===== config.mk =====
export PLATFORM = sky130hd
export DESIGN_NAME = memory_if_arbiter_flat
export DESIGN_NICKNAME = d
export VERILOG_FILES = /design/src/rtl/memory_if_arbiter_if.sv /design/src/rtl/memory_if_arbiter.sv /design/src/flat_wrapper.sv
export SDC_FILE = /design/constraint.sdc
export NUM_CORES = 1
export LEC_CHECK = 0
export BUFFER_PORTS_ARGS = -buffer_cell sky130_fd_sc_hd__buf_2
export CORE_AREA = 2 2 123 125
export CTS_CLUSTER_SIZE = 24
export DETAILED_ROUTE_END_ITERATION = 7
export DIE_AREA = 0 0 125 127
export HOLD_SLACK_MARGIN = 0.08
export PLACE_DENSITY_LB_ADDON = 0.12
export SYNTH_ARGS = -nofsm -noshare
export SYNTH_HDL_FRONTEND = slang
export SYNTH_HIERARCHICAL = 1
export SYNTH_SLANG_ARGS = --single-unit
export TNS_END_PERCENT = 10

===== constraint.sdc =====
create_clock -name iCLOCK -period 3.8 [get_ports iCLOCK]
set_input_delay 0.76 -clock iCLOCK [delete_from_list [all_inputs] [get_ports iCLOCK]]
set_output_delay 0.76 -clock iCLOCK [all_outputs]
set_load 0.01 [all_outputs]

===== src/rtl/memory_if_arbiter_if.sv =====
// memory_if_arbiter_if
//   Bundles the arbiter's channel, memory and status signals.
//   slave  : the arbiter's view (channel/memory requests in, grants/responses out)
//   master : the surrounding core/memory view
//   Channel 0 = load/store, channel 1 = instruction fetch.
interface memory_if_arbiter_if #(
  parameter int ADDR_N   = 32,
  parameter int DATA_N   = 32,
  parameter int ORDER_DN = 2
);
  logic                iREMOVE;
  // channel 0
  logic                iCH0_REQ;
  logic                oCH0_LOCK;
  logic                iCH0_RW;
  logic [ADDR_N-1:0]   iCH0_ADDR;
  logic [DATA_N-1:0]   iCH0_DATA;
  logic [3:0]          iCH0_MASK;
  logic                oCH0_VALID;
  logic [DATA_N-1:0]   oCH0_DATA;
  // channel 1
  logic                iCH1_REQ;
  logic                oCH1_LOCK;
  logic                iCH1_RW;
  logic [ADDR_N-1:0]   iCH1_ADDR;
  logic [DATA_N-1:0]   iCH1_DATA;
  logic [3:0]          iCH1_MASK;
  logic                oCH1_VALID;
  logic [DATA_N-1:0]   oCH1_DATA;
  // memory side
  logic                oMEM_REQ;
  logic                iMEM_LOCK;
  logic                oMEM_RW;
  logic [ADDR_N-1:0]   oMEM_ADDR;
  logic [DATA_N-1:0]   oMEM_DATA;
  logic [3:0]          oMEM_MASK;
  logic                iMEM_VALID;
  logic [DATA_N-1:0]   iMEM_DATA;
  // status
  logic [ORDER_DN:0]   oPENDING;
  logic                oERR_UNDERFLOW;

  modport slave (
    input  iREMOVE,
    input  iCH0_REQ, iCH0_RW, iCH0_ADDR, iCH0_DATA, iCH0_MASK,
    output oCH0_LOCK, oCH0_VALID, oCH0_DATA,
    input  iCH1_REQ, iCH1_RW, iCH1_ADDR, iCH1_DATA, iCH1_MASK,
    output oCH1_LOCK, oCH1_VALID, oCH1_DATA,
    output oMEM_REQ, oMEM_RW, oMEM_ADDR, oMEM_DATA, oMEM_MASK,
    input  iMEM_LOCK, iMEM_VALID, iMEM_DATA,
    output oPENDING, oERR_UNDERFLOW
  );

  modport master (
    output iREMOVE,
    output iCH0_REQ, iCH0_RW, iCH0_ADDR, iCH0_DATA, iCH0_MASK,
    input  oCH0_LOCK, oCH0_VALID, oCH0_DATA,
    output iCH1_REQ, iCH1_RW, iCH1_ADDR, iCH1_DATA, iCH1_MASK,
    input  oCH1_LOCK, oCH1_VALID, oCH1_DATA,
    input  oMEM_REQ, oMEM_RW, oMEM_ADDR, oMEM_DATA, oMEM_MASK,
    output iMEM_LOCK, iMEM_VALID, iMEM_DATA,
    input  oPENDING, oERR_UNDERFLOW
  );
endinterface


===== src/rtl/memory_if_arbiter.sv =====
// memory_if_arbiter
//   Shares one memory request port between channel 0 (load/store) and
//   channel 1 (fetch). Round-robin on contention, zero-latency selection.
//   A 1-bit-per-entry order queue records which channel owns each accepted
//   access so in-order memory responses are steered back to the issuer.
// Ports:
//   iCLOCK  - clock
//   inRESET - async active-low reset
//   bus     - memory_if_arbiter_if.slave: channel req/lock/resp, memory
//             req/lock/resp, iREMOVE flush, oPENDING count, sticky underflow

// Per-channel grant/response decode.
module memory_if_arbiter_ch #(
  parameter int ID = 0
)(
  input  logic accept,
  input  logic sel,
  input  logic mem_valid,
  input  logic q_empty,
  input  logic head,
  output logic lock,
  output logic valid
);
  assign lock  = ~(accept & (sel == 1'(ID)));
  assign valid = mem_valid & ~q_empty & (head == 1'(ID));
endmodule

module memory_if_arbiter #(
  parameter int ADDR_N      = 32,
  parameter int DATA_N      = 32,
  parameter int ORDER_DEPTH = 4,
  parameter int ORDER_DN    = 2
)(
  input  logic                  iCLOCK,
  input  logic                  inRESET,
  memory_if_arbiter_if.slave    bus
);
  localparam int NUM_CH = 2;

  typedef struct packed {
    logic              rw;
    logic [ADDR_N-1:0] addr;
    logic [DATA_N-1:0] data;
    logic [3:0]        mask;
  } mem_req_t;

  mem_req_t [NUM_CH-1:0] ch_pl;
  logic     [NUM_CH-1:0] ch_req;
  logic     [NUM_CH-1:0] ch_lock;
  logic     [NUM_CH-1:0] ch_valid;
  mem_req_t              mem_pl;

  logic                   last_served;
  logic                   sel;
  logic                   mem_req;
  logic                   accept;
  logic                   pop;
  logic [ORDER_DEPTH-1:0] order_q;
  logic [ORDER_DN:0]      wp, rp, count;
  logic                   full, empty, head;
  logic                   err_underflow;

  assign ch_req   = {bus.iCH1_REQ, bus.iCH0_REQ};
  assign ch_pl[0] = {bus.iCH0_RW, bus.iCH0_ADDR, bus.iCH0_DATA, bus.iCH0_MASK};
  assign ch_pl[1] = {bus.iCH1_RW, bus.iCH1_ADDR, bus.iCH1_DATA, bus.iCH1_MASK};

  // Queue occupancy: extra pointer bit distinguishes full from empty.
  assign count = wp - rp;
  assign full  = count[ORDER_DN];
  assign empty = (count == '0);
  assign head  = order_q[rp[ORDER_DN-1:0]];

  // Selection: lone requester wins; on contention the one not served last.
  // last_served only moves on accept, so a locked selection stays put.
  always_comb begin
    sel = 1'b0;
    if (ch_req == 2'b11) sel = ~last_served;
    else if (ch_req[1])  sel = 1'b1;
  end

  assign mem_pl  = ch_pl[sel];
  assign mem_req = (|ch_req) & ~full & ~bus.iREMOVE;
  assign accept  = mem_req & ~bus.iMEM_LOCK;
  assign pop     = bus.iMEM_VALID & ~empty;

  always_ff @(posedge iCLOCK or negedge inRESET) begin
    if (!inRESET) begin
      wp            <= '0;
      rp            <= '0;
      order_q       <= '0;
      last_served   <= 1'b1;
      err_underflow <= 1'b0;
    end else if (bus.iREMOVE) begin
      wp            <= '0;
      rp            <= '0;
      last_served   <= 1'b1;
      err_underflow <= 1'b0;
    end else begin
      if (accept) begin
        order_q[wp[ORDER_DN-1:0]] <= sel;
        wp                        <= wp + (ORDER_DN+1)'(1);
        last_served               <= sel;
      end
      if (pop)
        rp <= rp + (ORDER_DN+1)'(1);
      // Response with nothing outstanding: flushed or reset-orphaned access.
      if (bus.iMEM_VALID & empty)
        err_underflow <= 1'b1;
    end
  end

  for (genvar g = 0; g < NUM_CH; g++) begin : g_ch
    memory_if_arbiter_ch #(.ID(g)) u_ch (
      .accept    (accept),
      .sel       (sel),
      .mem_valid (bus.iMEM_VALID),
      .q_empty   (empty),
      .head      (head),
      .lock      (ch_lock[g]),
      .valid     (ch_valid[g])
    );
  end

  assign bus.oCH0_LOCK      = ch_lock[0];
  assign bus.oCH1_LOCK      = ch_lock[1];
  assign bus.oCH0_VALID     = ch_valid[0];
  assign bus.oCH1_VALID     = ch_valid[1];
  assign bus.oCH0_DATA      = bus.iMEM_DATA;
  assign bus.oCH1_DATA      = bus.iMEM_DATA;

  assign bus.oMEM_REQ       = mem_req;
  assign bus.oMEM_RW        = mem_pl.rw;
  assign bus.oMEM_ADDR      = mem_pl.addr;
  assign bus.oMEM_DATA      = mem_pl.data;
  assign bus.oMEM_MASK      = mem_pl.mask;

  assign bus.oPENDING       = count;
  assign bus.oERR_UNDERFLOW = err_underflow;
endmodule


===== src/flat_wrapper.sv =====
// flat-port wrapper written by rule: the top's interface ports become plain ports
module memory_if_arbiter_flat 
#(
  parameter int ADDR_N      = 32,
  parameter int DATA_N      = 32,
  parameter int ORDER_DEPTH = 4,
  parameter int ORDER_DN    = 2
)
  (iCLOCK, inRESET, bus_iREMOVE, bus_iCH0_REQ, bus_iCH0_RW, bus_iCH0_ADDR, bus_iCH0_DATA, bus_iCH0_MASK, bus_oCH0_LOCK, bus_oCH0_VALID, bus_oCH0_DATA, bus_iCH1_REQ, bus_iCH1_RW, bus_iCH1_ADDR, bus_iCH1_DATA, bus_iCH1_MASK, bus_oCH1_LOCK, bus_oCH1_VALID, bus_oCH1_DATA, bus_oMEM_REQ, bus_oMEM_RW, bus_oMEM_ADDR, bus_oMEM_DATA, bus_oMEM_MASK, bus_iMEM_LOCK, bus_iMEM_VALID, bus_iMEM_DATA, bus_oPENDING, bus_oERR_UNDERFLOW);
  memory_if_arbiter_if #(.ADDR_N(ADDR_N), .DATA_N(DATA_N), .ORDER_DN(ORDER_DN)) bus_i ();
  input  logic iCLOCK;
  input  logic inRESET;
  input wire logic [$bits(bus_i.iREMOVE)-1:0] bus_iREMOVE;
  input wire logic [$bits(bus_i.iCH0_REQ)-1:0] bus_iCH0_REQ;
  input wire logic [$bits(bus_i.iCH0_RW)-1:0] bus_iCH0_RW;
  input wire logic [$bits(bus_i.iCH0_ADDR)-1:0] bus_iCH0_ADDR;
  input wire logic [$bits(bus_i.iCH0_DATA)-1:0] bus_iCH0_DATA;
  input wire logic [$bits(bus_i.iCH0_MASK)-1:0] bus_iCH0_MASK;
  output wire logic [$bits(bus_i.oCH0_LOCK)-1:0] bus_oCH0_LOCK;
  output wire logic [$bits(bus_i.oCH0_VALID)-1:0] bus_oCH0_VALID;
  output wire logic [$bits(bus_i.oCH0_DATA)-1:0] bus_oCH0_DATA;
  input wire logic [$bits(bus_i.iCH1_REQ)-1:0] bus_iCH1_REQ;
  input wire logic [$bits(bus_i.iCH1_RW)-1:0] bus_iCH1_RW;
  input wire logic [$bits(bus_i.iCH1_ADDR)-1:0] bus_iCH1_ADDR;
  input wire logic [$bits(bus_i.iCH1_DATA)-1:0] bus_iCH1_DATA;
  input wire logic [$bits(bus_i.iCH1_MASK)-1:0] bus_iCH1_MASK;
  output wire logic [$bits(bus_i.oCH1_LOCK)-1:0] bus_oCH1_LOCK;
  output wire logic [$bits(bus_i.oCH1_VALID)-1:0] bus_oCH1_VALID;
  output wire logic [$bits(bus_i.oCH1_DATA)-1:0] bus_oCH1_DATA;
  output wire logic [$bits(bus_i.oMEM_REQ)-1:0] bus_oMEM_REQ;
  output wire logic [$bits(bus_i.oMEM_RW)-1:0] bus_oMEM_RW;
  output wire logic [$bits(bus_i.oMEM_ADDR)-1:0] bus_oMEM_ADDR;
  output wire logic [$bits(bus_i.oMEM_DATA)-1:0] bus_oMEM_DATA;
  output wire logic [$bits(bus_i.oMEM_MASK)-1:0] bus_oMEM_MASK;
  input wire logic [$bits(bus_i.iMEM_LOCK)-1:0] bus_iMEM_LOCK;
  input wire logic [$bits(bus_i.iMEM_VALID)-1:0] bus_iMEM_VALID;
  input wire logic [$bits(bus_i.iMEM_DATA)-1:0] bus_iMEM_DATA;
  output wire logic [$bits(bus_i.oPENDING)-1:0] bus_oPENDING;
  output wire logic [$bits(bus_i.oERR_UNDERFLOW)-1:0] bus_oERR_UNDERFLOW;
  assign bus_i.iREMOVE = bus_iREMOVE;
  assign bus_i.iCH0_REQ = bus_iCH0_REQ;
  assign bus_i.iCH0_RW = bus_iCH0_RW;
  assign bus_i.iCH0_ADDR = bus_iCH0_ADDR;
  assign bus_i.iCH0_DATA = bus_iCH0_DATA;
  assign bus_i.iCH0_MASK = bus_iCH0_MASK;
  assign bus_oCH0_LOCK = bus_i.oCH0_LOCK;
  assign bus_oCH0_VALID = bus_i.oCH0_VALID;
  assign bus_oCH0_DATA = bus_i.oCH0_DATA;
  assign bus_i.iCH1_REQ = bus_iCH1_REQ;
  assign bus_i.iCH1_RW = bus_iCH1_RW;
  assign bus_i.iCH1_ADDR = bus_iCH1_ADDR;
  assign bus_i.iCH1_DATA = bus_iCH1_DATA;
  assign bus_i.iCH1_MASK = bus_iCH1_MASK;
  assign bus_oCH1_LOCK = bus_i.oCH1_LOCK;
  assign bus_oCH1_VALID = bus_i.oCH1_VALID;
  assign bus_oCH1_DATA = bus_i.oCH1_DATA;
  assign bus_oMEM_REQ = bus_i.oMEM_REQ;
  assign bus_oMEM_RW = bus_i.oMEM_RW;
  assign bus_oMEM_ADDR = bus_i.oMEM_ADDR;
  assign bus_oMEM_DATA = bus_i.oMEM_DATA;
  assign bus_oMEM_MASK = bus_i.oMEM_MASK;
  assign bus_i.iMEM_LOCK = bus_iMEM_LOCK;
  assign bus_i.iMEM_VALID = bus_iMEM_VALID;
  assign bus_i.iMEM_DATA = bus_iMEM_DATA;
  assign bus_oPENDING = bus_i.oPENDING;
  assign bus_oERR_UNDERFLOW = bus_i.oERR_UNDERFLOW;
  memory_if_arbiter #(.ADDR_N(ADDR_N), .DATA_N(DATA_N), .ORDER_DEPTH(ORDER_DEPTH), .ORDER_DN(ORDER_DN)) u_core (.iCLOCK(iCLOCK), .inRESET(inRESET), .bus(bus_i));
endmodule

# == After elaboration in Yosys (flattened, before gate mapping) ==
# Cells that the tools add are included.
# totals
in_bits,177
output_inout_bits,142
register_bits,12
word_cells,55
# classes
mux,17
n_bitwise,18
n_eq_ne,1
n_addsub,3
magnitude_cmp,4
reduce_logical,7
# ops
op,count
69-bit 2-to-1 mux,2
3-bit 2-to-1 mux,4
1-bit AND,9
1-bit inverter,9
1-bit 2-to-1 mux,8
"3-bit by 1-bit adder with 3-bit output, second input constant",2
"2-bit by 3-bit less-than comparator with 1-bit output, second input constant",2
2-bit nonzero test,3
4-bit bitwise mux,1
3-bit zero test,1
3-bit subtractor,1
1-bit binary-select mux with 2-bit select,1
1-bit demux with 2-bit select,1
"2-bit equality test, second input constant",1
"2-bit by 1-bit >= comparator with 1-bit output, second input constant",1
"1-bit by 2-bit less-than comparator with 1-bit output, second input constant",1
2-bit AND reduction,1
2-bit OR reduction,1
1-bit logical AND,1

# == Depth between registers and ports, before layout ==
# depth
ltp_word,7
depth_mapped,7
depth_no_buf,7

# == By module ==
# Netlist, hierarchy kept.
# modules_own_cells
mod,area_each_um2,seq_area_each_um2,instances,cells_per_inst
memory_if_arbiter,2079.5,301.5,1,210
memory_if_arbiter_ch at u_core.g_ch[0].u_ch,18.8,0.0,1,2
memory_if_arbiter_ch at u_core.g_ch[1].u_ch,12.5,0.0,1,2

# == Worst setup path before layout ==
# No wires, ideal clock.
# synth_path
path_type,register to output
start,register u_core.wp[0]
end,output bus_oCH1_VALID
path_buffers,1
path_stages_with_launch,8
t_arrival_ns,1.875
setup_slack_ns,1.165
required_time_ns,3.040
path_cell_list,dfrtp_1 -> inv_1 -> ha_1 -> fa_1 -> xor3_2 -> buf_6 -> nor2_1 -> and3b_1
# synth_between
elab_chain_cells,5
# synth_lines
item,line,rtl
from (decl),memory_if_arbiter.sv:59,"logic [ORDER_DN:0] wp, rp, count;"
from (signal assigned),memory_if_arbiter.sv:101,wp <= wp + (ORDER_DN+1)'(1);
3-bit subtractor,memory_if_arbiter.sv:68,assign count = wp - rp;
via bus_oPENDING[2],flat_wrapper.sv:38,output wire logic [$bits(bus_i.oPENDING)-1:0] bus_oPENDING;
3-bit zero test,memory_if_arbiter.sv:70,assign empty = (count == '0);
via u_core.empty,memory_if_arbiter.sv:60,"logic full, empty, head;"
1-bit inverter,memory_if_arbiter.sv:25,assign valid = mem_valid & ~q_empty & (head == 1'(ID));
1-bit AND (2 in series),memory_if_arbiter.sv:25,
to (decl),flat_wrapper.sv:28,output wire logic [$bits(bus_i.oCH1_VALID)-1:0] bus_oCH1_VALID;
# The timed path passes the listed nets, and every way through them passes these cells.

# == Worst setup path after layout ==
# layout_path
start,register u_core.wp[0]
end,output bus_oCH1_LOCK
# layout_between
elab_chain_cells,7
# layout_lines
item,line,rtl
3-bit subtractor,memory_if_arbiter.sv:68,
1-bit inverter,memory_if_arbiter.sv:82,assign mem_req = (|ch_req) & ~full & ~bus.iREMOVE;
1-bit AND (2 in series),memory_if_arbiter.sv:82,
1-bit AND,memory_if_arbiter.sv:83,assign accept = mem_req & ~bus.iMEM_LOCK;
via u_core.accept,memory_if_arbiter.sv:56,logic accept;
1-bit AND,memory_if_arbiter.sv:24,assign lock = ~(accept & (sel == 1'(ID)));
1-bit inverter,memory_if_arbiter.sv:24,
to (decl),flat_wrapper.sv:27,output wire logic [$bits(bus_i.oCH1_LOCK)-1:0] bus_oCH1_LOCK;
# The timed path passes the listed nets, and every way through them passes these cells.

==> metrics.txt <==
average size of a mapped cell 9.86 sq um; antenna cells 0; Setup Skew 2.02 ps; Reg power frac 0.196; Core ar. 14400 sq um; DIE HEIGHT 127 um; Top Layer Used met4; Setup-failing EPs final 0; worst path arrival time 2420 ps; share of cells above drive strength 1 0.704; number of flops mapped to enable cells by yosys 0; Setup crit start kind flip-flop; Post-Synth Adder-Cell Area 0.0451; Syn Nets 398; Area Growth Syn to Fin 43.7%; M1 WL 4080 um; drt total wl 9760 um; clock period minus final worst setup slack 3180 ps; Post-Syn Instances 214; H-Tree Depth 1; die extent in x 125 um; Pwr per Cell Area 336 nW/um^2; pin count of the biggest net entering global routing 77; largest family of logic cells by synthesized area multiplexers; row count 44; ys async rst share 1.00; first-pass GRT wire length 13600 um; Synth Area in Compound Gates 0.0326; vias per cell 3.82; initial core utilization 0.146; Final Hold Viols 0; area taken by flip-flops and latches 302 sq um; met3 wire length 1150 um; worst slew pin tran 425 ps; GRT Util Overall 0.112; post-route ant nets 0; routed vias 2106; grt ovf 0; synthesized area 2110 sq um; Worst EP required 3040 ps; Psw 414 uW; DR WL met2 4510 um; Clk network pwr share 0.190; final worst-path cycle share 0.837; #FFs+latches synth 12; final net count 553; Seq/Total Area, Yosys 0.143; area of the multi-input gates 1250 sq um; most frequent cells in the layout 222 x buf_2, 54 x mux2_1, 20 x mux2_2; Worst VDD drop 0.249 mV; Int Power 606 uW; synth unique cells 36; fmax 315 MHz; Max FO, Critical Path 12; Clock Tree Root clkbuf_16; R2R Setup Slk 1440 ps; clock sink count 12; Clock Latency Late Sink 240 ps; post-CTS sizing 0; routed len/inst 17.7 um; HPWL after detailed placement 8600 um; TNS Setup 0 ps; commonest non-fill, non-tap cell in the layout buf_2; Routability Congestion 0.765; Max transition margin 0.714; Crit Path Category flip-flop to output pin; Remaining DRCs 0; setup bufs post-CTS 0; most common flop cell mapped by yosys dfrtp_1; Comb pwr share 0.615; final slew viol count 0; XOR/XNOR share of the synthesized area 0.0119; Port Buffers 222; switching share of power 0.406; Simple-Gate Fraction of Synth Area 0.0688; CTS tree yes; Longest Clk Path Bufs 2; synth warn 6; Worst-path clk slew 40 ps; Critical Path End Type output pin; hold buffers post-CTS 0; Hold Slack 411 ps; maxcap violations 0; number of buffers created by CTS 3; die area 15900 sq um; Hold WC Path Type primary input to asynchronous set/reset pin; fillers 1634; initial DRC count 52; Pleak 1.60 nW; status finished, final reports clean; RSZ-0062 raised after global routing no; antenna violations before repair 1; 1st-pass router iterations 3; vias in the first global route 2179; IO Pins 319; multiplexer area fraction after synthesis 0.427
-- area by class of cell --
cell class,instances,area share
Tap cell,184,0.0759
Timing Repair Buffer,223,0.373
Inverter,12,0.0149
Sequential cell,12,0.0994
Clock buffer,4,0.0260
Multi-Input combinational cell,117,0.411
-- metrics by stage --
step / util / power (mW) / setup WS, ps / cells / area (sq um)
finish: 0.210 / 1.02 / 621 / 552 / 3030
global route: 0.210 / 1.11 / 504 / 552 / 3030
CTS: 0.210 / 1.04 / 599 / 552 / 3030
detailed placement: 0.205 / 0.838 / 851 / 548 / 2950
global placement: 0.205 / 0.845 / 867 / 548 / 2950
floorplan: - / 0.632 / 1170 / 214 / 2110
-- power by group through the flow --
stage               registers [mW]  clock network (mW)  logic [mW]
floorplan                    0.193                   0       0.440
CTS                          0.200               0.199       0.642
detailed placement           0.203                   0       0.635
global route                 0.206               0.206       0.694
finish                       0.200               0.193       0.627
global placement             0.203                   0       0.642
-- Yosys cell counts, types with 2 or more instances --
cell type | instances | share of area
nor2_1 | 5 | 0.0089
dfrtp_1 | 11 | 0.13
nand2_1 | 5 | 0.0089
buf_4 | 64 | 0.23
o21a_1 | 2 | 0.0071
mux2_1 | 54 | 0.29
inv_1 | 11 | 0.020
mux2i_1 | 3 | 0.014
mux2_2 | 20 | 0.11
clkbuf_1 | 2 | 0.0036
ha_1 | 6 | 0.036
buf_2 | 6 | 0.014
nor4_1 | 2 | 0.0059
-- layer usage --
layer  global-route usage  vias up
met5                    0        -
met4              0.00850        0
met3               0.0528        2
met2                0.180      170
met1                0.142      951
li1                     -      983
-- registers in the layout, summed over array words and instances (netlist names) --
signal / cells
u_core/bus.oERR_UNDERFLOW: 1
u_core/last_served: 1
u_core/wp: 3
u_core/rp: 3
u_core/order_q: 4
-- path summary, 6_finish.rpt --
path	depth (start not counted)	startpoint	end
hold / removal	1	inRESET	u_core/rp[1]$_DFFE_PN0P_
setup / recovery	8	u_core/wp[0]$_DFFE_PN0P_	bus_oCH1_LOCK
min in group iCLOCK	1	u_core/wp[2]$_DFFE_PN0P_	u_core/wp[2]$_DFFE_PN0P_
setup reg to reg	6	u_core/wp[0]$_DFFE_PN0P_	u_core/order_q[3]$_DFFE_PN0P_
max in group asynchronous	1	inRESET	u_core/last_served$_DFFE_PN1P_
hold reg to reg	1	u_core/wp[2]$_DFFE_PN0P_	u_core/wp[2]$_DFFE_PN0P_
-- worst max-delay path: stages, from the launching register on --
cell and delay [ps]:
dfrtp_1 400, inv_1 100, ha_1 210, fa_1 370
xor3_2 370, or3_4 450, inv_2 70, nand2_1 50
buf_2 160
-- kinds of logic after synthesis --
family | Yosys count
buffers and inverters | 85
muxes | 79
and+or+nand+nor | 22
DFF | 12
AOI/OAI and AO/OA | 8
adders and majority gates | 7
xor gates and xnor gates | 1
Note: power is estimated with default switching activity, not from simulation.
